File: src/rtl/fu_result_buffer_if.sv
// Producer-side bundle between one FU pipeline, its result buffer and the
// complete stage. The buffer takes the slave view; the FU/complete side
// (or a bench standing in for both) takes the master view.
interface fu_result_buffer_if #(
    parameter int XLEN  = 32,
    parameter int PR_W  = 6,
    parameter int ROB_W = 5
);
    logic             flush;
    logic             in_valid;
    logic             in_ready;
    logic [PR_W-1:0]  in_dest_pr;
    logic [XLEN-1:0]  in_dest_value;
    logic [ROB_W-1:0] in_rob_entry;
    logic             in_if_take_branch;
    logic [XLEN-1:0]  in_target_pc;
    logic             in_halt;
    logic             fu_finish;
    logic             fu_c_stall;
    logic             out_valid;
    logic [PR_W-1:0]  out_dest_pr;
    logic [XLEN-1:0]  out_dest_value;
    logic [ROB_W-1:0] out_rob_entry;
    logic             out_if_take_branch;
    logic [XLEN-1:0]  out_target_pc;
    logic             out_halt;

    modport master (
        output flush, in_valid, in_dest_pr, in_dest_value, in_rob_entry,
               in_if_take_branch, in_target_pc, in_halt, fu_c_stall,
        input  in_ready, fu_finish, out_valid, out_dest_pr, out_dest_value,
               out_rob_entry, out_if_take_branch, out_target_pc, out_halt
    );

    modport slave (
        input  flush, in_valid, in_dest_pr, in_dest_value, in_rob_entry,
               in_if_take_branch, in_target_pc, in_halt, fu_c_stall,
        output in_ready, fu_finish, out_valid, out_dest_pr, out_dest_value,
               out_rob_entry, out_if_take_branch, out_target_pc, out_halt
    );
endinterface

File: src/rtl/fu_result_buffer.sv
// Per-FU result FIFO feeding the complete stage. Requests completion from
// registered occupancy only, pops on grant and presents the granted packet
// on the FU's complete slot for exactly one cycle.
module fu_result_buffer #(
    parameter int DEPTH = 2,
    parameter int XLEN  = 32,
    parameter int PR_W  = 6,
    parameter int ROB_W = 5
) (
    input logic              clock,
    input logic              reset,
    fu_result_buffer_if.slave bus
);
    localparam int CNT_W = $clog2(DEPTH + 1);
    localparam int PTR_W = (DEPTH > 1) ? $clog2(DEPTH) : 1;

    typedef struct packed {
        logic [PR_W-1:0]  dest_pr;
        logic [XLEN-1:0]  dest_value;
        logic [ROB_W-1:0] rob_entry;
        logic             if_take_branch;
        logic [XLEN-1:0]  target_pc;
        logic             halt;
    } entry_t;

    entry_t           mem [DEPTH];
    entry_t           in_entry;
    entry_t           out_q;
    logic             out_valid_q;
    logic [PTR_W-1:0] head;
    logic [PTR_W-1:0] tail;
    logic [CNT_W-1:0] count;
    logic             push;
    logic             grant;
    logic             in_ready;
    logic             fu_finish;

    function automatic logic [PTR_W-1:0] wrap_inc(input logic [PTR_W-1:0] p);
        return (p == PTR_W'(DEPTH - 1)) ? '0 : p + PTR_W'(1);
    endfunction

    // Handshake terms come only from registered state, so stall never
    // combinationally feeds back into in_ready.
    assign in_ready  = (count < CNT_W'(DEPTH));
    assign fu_finish = (count != '0);
    assign push      = bus.in_valid && in_ready;
    assign grant     = fu_finish && !bus.fu_c_stall;

    assign in_entry = '{
        dest_pr:        bus.in_dest_pr,
        dest_value:     bus.in_dest_value,
        rob_entry:      bus.in_rob_entry,
        if_take_branch: bus.in_if_take_branch,
        target_pc:      bus.in_target_pc,
        halt:           bus.in_halt
    };

    // Entry storage; contents are don't-care while not counted, so no reset.
    always_ff @(posedge clock) begin
        if (push && !bus.flush) mem[tail] <= in_entry;
    end

    // Pointers and occupancy; flush squashes any same-edge push/grant.
    always_ff @(posedge clock or negedge reset) begin
        if (!reset) begin
            head  <= '0;
            tail  <= '0;
            count <= '0;
        end else if (bus.flush) begin
            head  <= '0;
            tail  <= '0;
            count <= '0;
        end else begin
            if (push)  tail <= wrap_inc(tail);
            if (grant) head <= wrap_inc(head);
            case ({push, grant})
                2'b10:   count <= count + CNT_W'(1);
                2'b01:   count <= count - CNT_W'(1);
                default: count <= count;
            endcase
        end
    end

    // Complete slot: head entry for one cycle after a grant, zeros otherwise.
    always_ff @(posedge clock or negedge reset) begin
        if (!reset) begin
            out_valid_q <= 1'b0;
            out_q       <= '0;
        end else if (bus.flush || !grant) begin
            out_valid_q <= 1'b0;
            out_q       <= '0;
        end else begin
            out_valid_q <= 1'b1;
            out_q       <= mem[head];
        end
    end

    assign bus.in_ready           = in_ready;
    assign bus.fu_finish          = fu_finish;
    assign bus.out_valid          = out_valid_q;
    assign bus.out_dest_pr        = out_q.dest_pr;
    assign bus.out_dest_value     = out_q.dest_value;
    assign bus.out_rob_entry      = out_q.rob_entry;
    assign bus.out_if_take_branch = out_q.if_take_branch;
    assign bus.out_target_pc      = out_q.target_pc;
    assign bus.out_halt           = out_q.halt;
endmodule

File: src/flat_wrapper.sv
// flat-port wrapper written by rule: the top's interface ports become plain ports
module fu_result_buffer_flat 
#(
    parameter int DEPTH = 2,
    parameter int XLEN  = 32,
    parameter int PR_W  = 6,
    parameter int ROB_W = 5
)
  (clock, reset, bus_flush, bus_in_valid, bus_in_dest_pr, bus_in_dest_value, bus_in_rob_entry, bus_in_if_take_branch, bus_in_target_pc, bus_in_halt, bus_fu_c_stall, bus_in_ready, bus_fu_finish, bus_out_valid, bus_out_dest_pr, bus_out_dest_value, bus_out_rob_entry, bus_out_if_take_branch, bus_out_target_pc, bus_out_halt);
  fu_result_buffer_if #(.XLEN(XLEN), .PR_W(PR_W), .ROB_W(ROB_W)) bus_i ();
  input logic clock;
  input logic reset;
  input wire logic [$bits(bus_i.flush)-1:0] bus_flush;
  input wire logic [$bits(bus_i.in_valid)-1:0] bus_in_valid;
  input wire logic [$bits(bus_i.in_dest_pr)-1:0] bus_in_dest_pr;
  input wire logic [$bits(bus_i.in_dest_value)-1:0] bus_in_dest_value;
  input wire logic [$bits(bus_i.in_rob_entry)-1:0] bus_in_rob_entry;
  input wire logic [$bits(bus_i.in_if_take_branch)-1:0] bus_in_if_take_branch;
  input wire logic [$bits(bus_i.in_target_pc)-1:0] bus_in_target_pc;
  input wire logic [$bits(bus_i.in_halt)-1:0] bus_in_halt;
  input wire logic [$bits(bus_i.fu_c_stall)-1:0] bus_fu_c_stall;
  output wire logic [$bits(bus_i.in_ready)-1:0] bus_in_ready;
  output wire logic [$bits(bus_i.fu_finish)-1:0] bus_fu_finish;
  output wire logic [$bits(bus_i.out_valid)-1:0] bus_out_valid;
  output wire logic [$bits(bus_i.out_dest_pr)-1:0] bus_out_dest_pr;
  output wire logic [$bits(bus_i.out_dest_value)-1:0] bus_out_dest_value;
  output wire logic [$bits(bus_i.out_rob_entry)-1:0] bus_out_rob_entry;
  output wire logic [$bits(bus_i.out_if_take_branch)-1:0] bus_out_if_take_branch;
  output wire logic [$bits(bus_i.out_target_pc)-1:0] bus_out_target_pc;
  output wire logic [$bits(bus_i.out_halt)-1:0] bus_out_halt;
  assign bus_i.flush = bus_flush;
  assign bus_i.in_valid = bus_in_valid;
  assign bus_i.in_dest_pr = bus_in_dest_pr;
  assign bus_i.in_dest_value = bus_in_dest_value;
  assign bus_i.in_rob_entry = bus_in_rob_entry;
  assign bus_i.in_if_take_branch = bus_in_if_take_branch;
  assign bus_i.in_target_pc = bus_in_target_pc;
  assign bus_i.in_halt = bus_in_halt;
  assign bus_i.fu_c_stall = bus_fu_c_stall;
  assign bus_in_ready = bus_i.in_ready;
  assign bus_fu_finish = bus_i.fu_finish;
  assign bus_out_valid = bus_i.out_valid;
  assign bus_out_dest_pr = bus_i.out_dest_pr;
  assign bus_out_dest_value = bus_i.out_dest_value;
  assign bus_out_rob_entry = bus_i.out_rob_entry;
  assign bus_out_if_take_branch = bus_i.out_if_take_branch;
  assign bus_out_target_pc = bus_i.out_target_pc;
  assign bus_out_halt = bus_i.out_halt;
  fu_result_buffer #(.DEPTH(DEPTH), .XLEN(XLEN), .PR_W(PR_W), .ROB_W(ROB_W)) u_core (.clock(clock), .reset(reset), .bus(bus_i));
endmodule
File: config.mk
export PLATFORM = sky130hd
export DESIGN_NAME = fu_result_buffer_flat
export DESIGN_NICKNAME = d
export VERILOG_FILES = /design/src/rtl/fu_result_buffer_if.sv /design/src/rtl/fu_result_buffer.sv /design/src/flat_wrapper.sv
export SDC_FILE = /design/constraint.sdc
export NUM_CORES = 1
export LEC_CHECK = 0
export ABC_AREA = 1
export ABC_CLOCK_PERIOD_IN_PS = 9310
export CAP_MARGIN = 10
export CORE_MARGIN = 2
export CORE_UTILIZATION = 50
export CTS_CLUSTER_SIZE = 25
export DETAILED_ROUTE_END_ITERATION = 7
export PLACE_DENSITY = 0.84
export SLEW_MARGIN = 20
export SYNTH_ARGS = -nofsm -noshare
export SYNTH_HDL_FRONTEND = slang
export SYNTH_SLANG_ARGS = --single-unit
File: constraint.sdc
create_clock -name clock -period 9.31 [get_ports clock]
set_input_delay 0.931 -clock clock [delete_from_list [all_inputs] [get_ports clock]]
set_output_delay 0.931 -clock clock [all_outputs]
set_load 0.01 [all_outputs]
Yosys cells after proc, flatten, opt, wreduce, memory -nomap -nowiden:

Memory sizes are Yosys's and may differ from the RTL's.
Cells that the tools add are included.

* bits in registers: 82
* bits in latches: 0
* bits in writable memories: 154
* memory bits (read-only): 0
* bits of input ports: 82
* output and inout bits: 80
* word-level logic and storage cells: 41
* memories kept: 1

Memory list
* u_core.mem: depth 2, bits a word 77, rd ports 1, clocked after Yosys merged registers in 0, write ports 1, line fu_result_buffer.sv:26 `entry_t mem [DEPTH];`

* add/sub/neg operators: 4
* multiply operators: 0
* div/mod/pow operators: 0
* $lt $le $gt $ge: 1
* equality and inequality tests: 2
* shift-type cells: 0
* mux-type cells: 12
* bitwise logic cells: 0
* reduce and logical (&&, ||, !) cells: 11

Operators by type and width (count)
* $mux 77: 1
* $mux 1: 9
* $reduce_bool 2->1: 3
* $pmux 2 s2: 1
* $logic_and 1x1->1: 3
* $logic_not 1->1: 3
* $reduce_bool 3->1: 1
* $add 1x1->1 const B: 2
* $add 2x1->2 const B: 1
* $eq 2x1->1 const B: 1
* $eq 2x2->1 const B: 1
* $lt 2x2->1 const B: 1
* $mux 2: 1
* $sub 2x1->2 const B: 1
* $logic_or 1x1->1: 1

Longest topological paths before layout:

* word-level depth: 5
* gate-level depth with buffers: 8
* depth with buffers taken out: 8

Worst setup path before layout:

Ideal clock, no wire load.

* path kind: input -> register
* start point: input port bus_in_valid
* end point: memory u_core.mem[0][0] (netlist name) (enable)
* library setup time: 513 ps
* data arrival time: 4370 ps
* required time: 8797 ps
* slack: 4428 ps
* cell stages on the path: 4
* buffers on the path: 0
* cell sequence: nand2_1 > inv_1 > nand2_1 > nor2_1

* longest elaborated chain between the ends: 4

Ends and longest elaborated chain
* from (decl): line flat_wrapper.sv:14 `input wire logic [$bits(bus_i.in_valid)-1:0] bus_in_valid;`
* $logic_and 1x1->1: line fu_result_buffer.sv:46 `assign push = bus.in_valid && in_ready;`
* $logic_and 1x1->1: line fu_result_buffer.sv:60 `if (push && !bus.flush) mem[tail] <= in_entry;`
* $mux 1: line fu_result_buffer.sv:60
* $mux 1 (implied by the code): line fu_result_buffer.sv:60
* to (decl): line fu_result_buffer.sv:26

Every way passes these cells.

Final worst setup path:

* start point: input port bus_in_valid
* end point: memory u_core.mem[0][69] (netlist name) (enable)

The elaborated chain is that of the path after synthesis.

==> results.cfg <==
[pwr]
power_density_nw_per_um2 = 234
leakagePower_nw = 4.09
ir_worst_vdd_mv = 0.167

[cts]
htree_levels = 1
cts_tree = built
clk_latency_ns = 0.50
post_cts_buffers = 0
clk_pin_slew_ns = 0.06
holdBufCountCts = 0
cts_root_buf = clkbuf_16
clk_path_buf_depth = 3
cts_buffers = 24
cts_resized = 0
clock_sinks = 236

[timing]
worstMarginPinSlew_ns = 1.06
tns_ns = 0
skew_ns = 0.00673
hold_viol = 0
fmax_mhz = 320
report.final.slew_viol_count = 0
post-route-period-util_pct = 33.6
min_period_ns = 3.13
relSlewSlack_pct = 29.1
setup-violations-final = 0
rsz0062_at_grt = no

[logic_synthesis]
syn-instance-count = 524
synth_area_leaders = edfxtp_1, dfrtp_1, nand2_1
syn_area_sq_um = 8040
yosysWarningCount = 0
netlist.top_cell.by_area = edfxtp_1
synth_top_cell_area_share_pct = 57.5
ys_seq_area_share_pct = 83.0
synth_nets = 606
ys_ff_latch = 236
avgSynthCellArea_sq_um = 15.3
ys_types = 18

[global_routing]
grt_overflow = 0
first_global_vias = 4774
grt_max_degree = 83
grtUsageTotal_pct = 18.2
antenna_found_initial = 0
grt_pass1_wl_mm = 23.9

[layout]
drive_gt1_share_pct = 11.8
final_cell_mix = nand2_1, clkdlybuf4s50_1, edfxtp_1, dfrtp_1, a21oi_1
layout.cells.non_filler = 925
final_common_cell = nand2_1
syn_to_final_growth_pct = 32.3
fin_nets = 773
n_antenna_cell = 0

[floorplan]
die_h_um = 131
initial_core_util_pct = 50.8
core_sq_um = 15800
fp.dieW_um = 131
io_pins = 162
rows = 46
dieArea_sq_um = 17100

[setup_path]
worstPathArrival_ns = 3.26
path_class = in -> reg
cp_top_family = buffers and inverters
cp_max_fo = 43
crit_path_frequent_cell = nand2_1
crit_path_start = bus_in_valid
crit_buf_inv = 3
cp-start-kind = input pin
slowest_stage = nor2_4
worstPathCellList = clkdlybuf4s50_1, nand2_1, inv_1, nand2_1, nor2_4, buf_4
worst_r2r_path_depth = 6
cp_data_required_time_ns = 9.44
path_depth = 6
critPathMaxStageDelay_ns = 0.78
timing.rr.start = u_core.count[1]$_DFFE_PN0P_
r2r_slack_ns = 6.55
worstSetupEndpoint = u_core.mem[0][69]$_DFFE_PP_
endpoint_kind = flip-flop
timing.rr.end = u_core.mem[0][69]$_DFFE_PP_

[route]
vias = 4591
firstDrtPassIters = 4
routed_wl_mm = 15.6
avgViaCountPerCell = 4.96
wl_per_cell_um = 16.8
drc = 0
drtIter0Drc = 380
ant_nets = 0

[job]
maxCapViolCount = 0

[place]
place_inst = 881
post-dp-hpwl_mm = 9.24
port_buffers = 161
place_congestion = 0.749

[run_status]
status = complete, no violations

[hold_path]
min_path_type = in -> async
## cell type report
cell class	count	area [sq um]
Tap cell	216	270
Fill cell	1065	5190
Multi-Input combinational cell	256	1220
Inverter	7	27.5
Clock inverter	14	97.6
Clock buffer	30	696
Sequential cell	236	6680
Timing Repair Buffer	166	1650
## power by group
part	switching (mW)	leakage, nW	internal (mW)
clock network	0.377	0.395	0.557
logic	0.201	1.15	0.127
registers	0.0252	2.54	1.21
total	0.603	4.09	1.89
## worst reg2reg max path, delay by kind of cell, from the launching register on
| kind | cells | cell delay [ns] |
|---|---|---|
| flops | 1 | 0.42 |
| buf+inv | 3 | 0.90 |
| simple gates | 3 | 1.03 |
## layer usage
layer | track usage (%) | routed length [um] | up-vias
met2 | 31.8 | 8160 | 167
met4 | 5.38 | 265 | 0
met3 | 4.19 | 950 | 22
met1 | 22.9 | 6190 | 2257
li1 | - | - | 2145
met5 | 0 | 0 | -
## worst min-delay path by stage
stage	startpoint	endpoint	slack, ns	cells past startpoint
final	reset	u_core.bus.out_dest_value[29]$_DFF_PN0_	0.45	1
after CTS	u_core.mem[0][14]$_DFFE_PP_	u_core.bus.out_target_pc[13]$_DFF_PN0_	0.51	2
after floorplan	u_core.tail$_DFFE_PN0P_	u_core.tail$_DFFE_PN0P_	0.46	1
after global placement	u_core.mem[0][43]$_DFFE_PP_	u_core.bus.out_dest_value[4]$_DFF_PN0_	0.49	2
after global routing	reset	u_core.bus.out_target_pc[17]$_DFF_PN0_	0.52	1
after detailed placement	u_core.mem[0][14]$_DFFE_PP_	u_core.bus.out_target_pc[13]$_DFF_PN0_	0.50	2
## per-stage QoR
step / setup slack, ns / cell area, sq um / total power [mW] / hold WS [ns] / utilization [%]
after floorplan: 4.43 / 8040 / 1.43 / 0.458 / -
after global placement: 5.75 / 9840 / 1.56 / 0.488 / 62.2
after detailed placement: 5.69 / 9840 / 1.58 / 0.499 / 62.2
after CTS: 6.20 / 10600 / 2.52 / 0.509 / 67.2
after global routing: 6.04 / 10600 / 2.60 / 0.522 / 67.2
final: 6.18 / 10600 / 2.49 / 0.448 / 67.2
## synthesized netlist by cell type, drive strengths merged
master,count
nand2,167
edfxtp,154
dfrtp,82
a21oi,78
clkbuf,16
buf,9
inv,7
nand3,4
nor2,4
o21ai,1
o22ai,1
xor2,1
## state kept, by name (all words and copies together), names as in the netlist
name / count
u_core.bus.out_dest_value: 32
u_core.bus.out_halt: 1
u_core.mem: 154
u_core.bus.out_target_pc: 32
u_core.bus.out_dest_pr: 6
u_core.bus.out_rob_entry: 5
u_core.count: 2
u_core.bus.out_if_take_branch: 1
u_core.tail: 1
u_core.head: 1
u_core.bus.out_valid: 1
## kinds of logic after synthesis
group | after synthesis | synth area share, %
compound gates | 80 | 6.39
buf+inv | 32 | 1.98
xor+xnor | 1 | 0.109
flops | 236 | 83.0
simple gates | 175 | 8.51
Power figures use the tool's default switching activity.
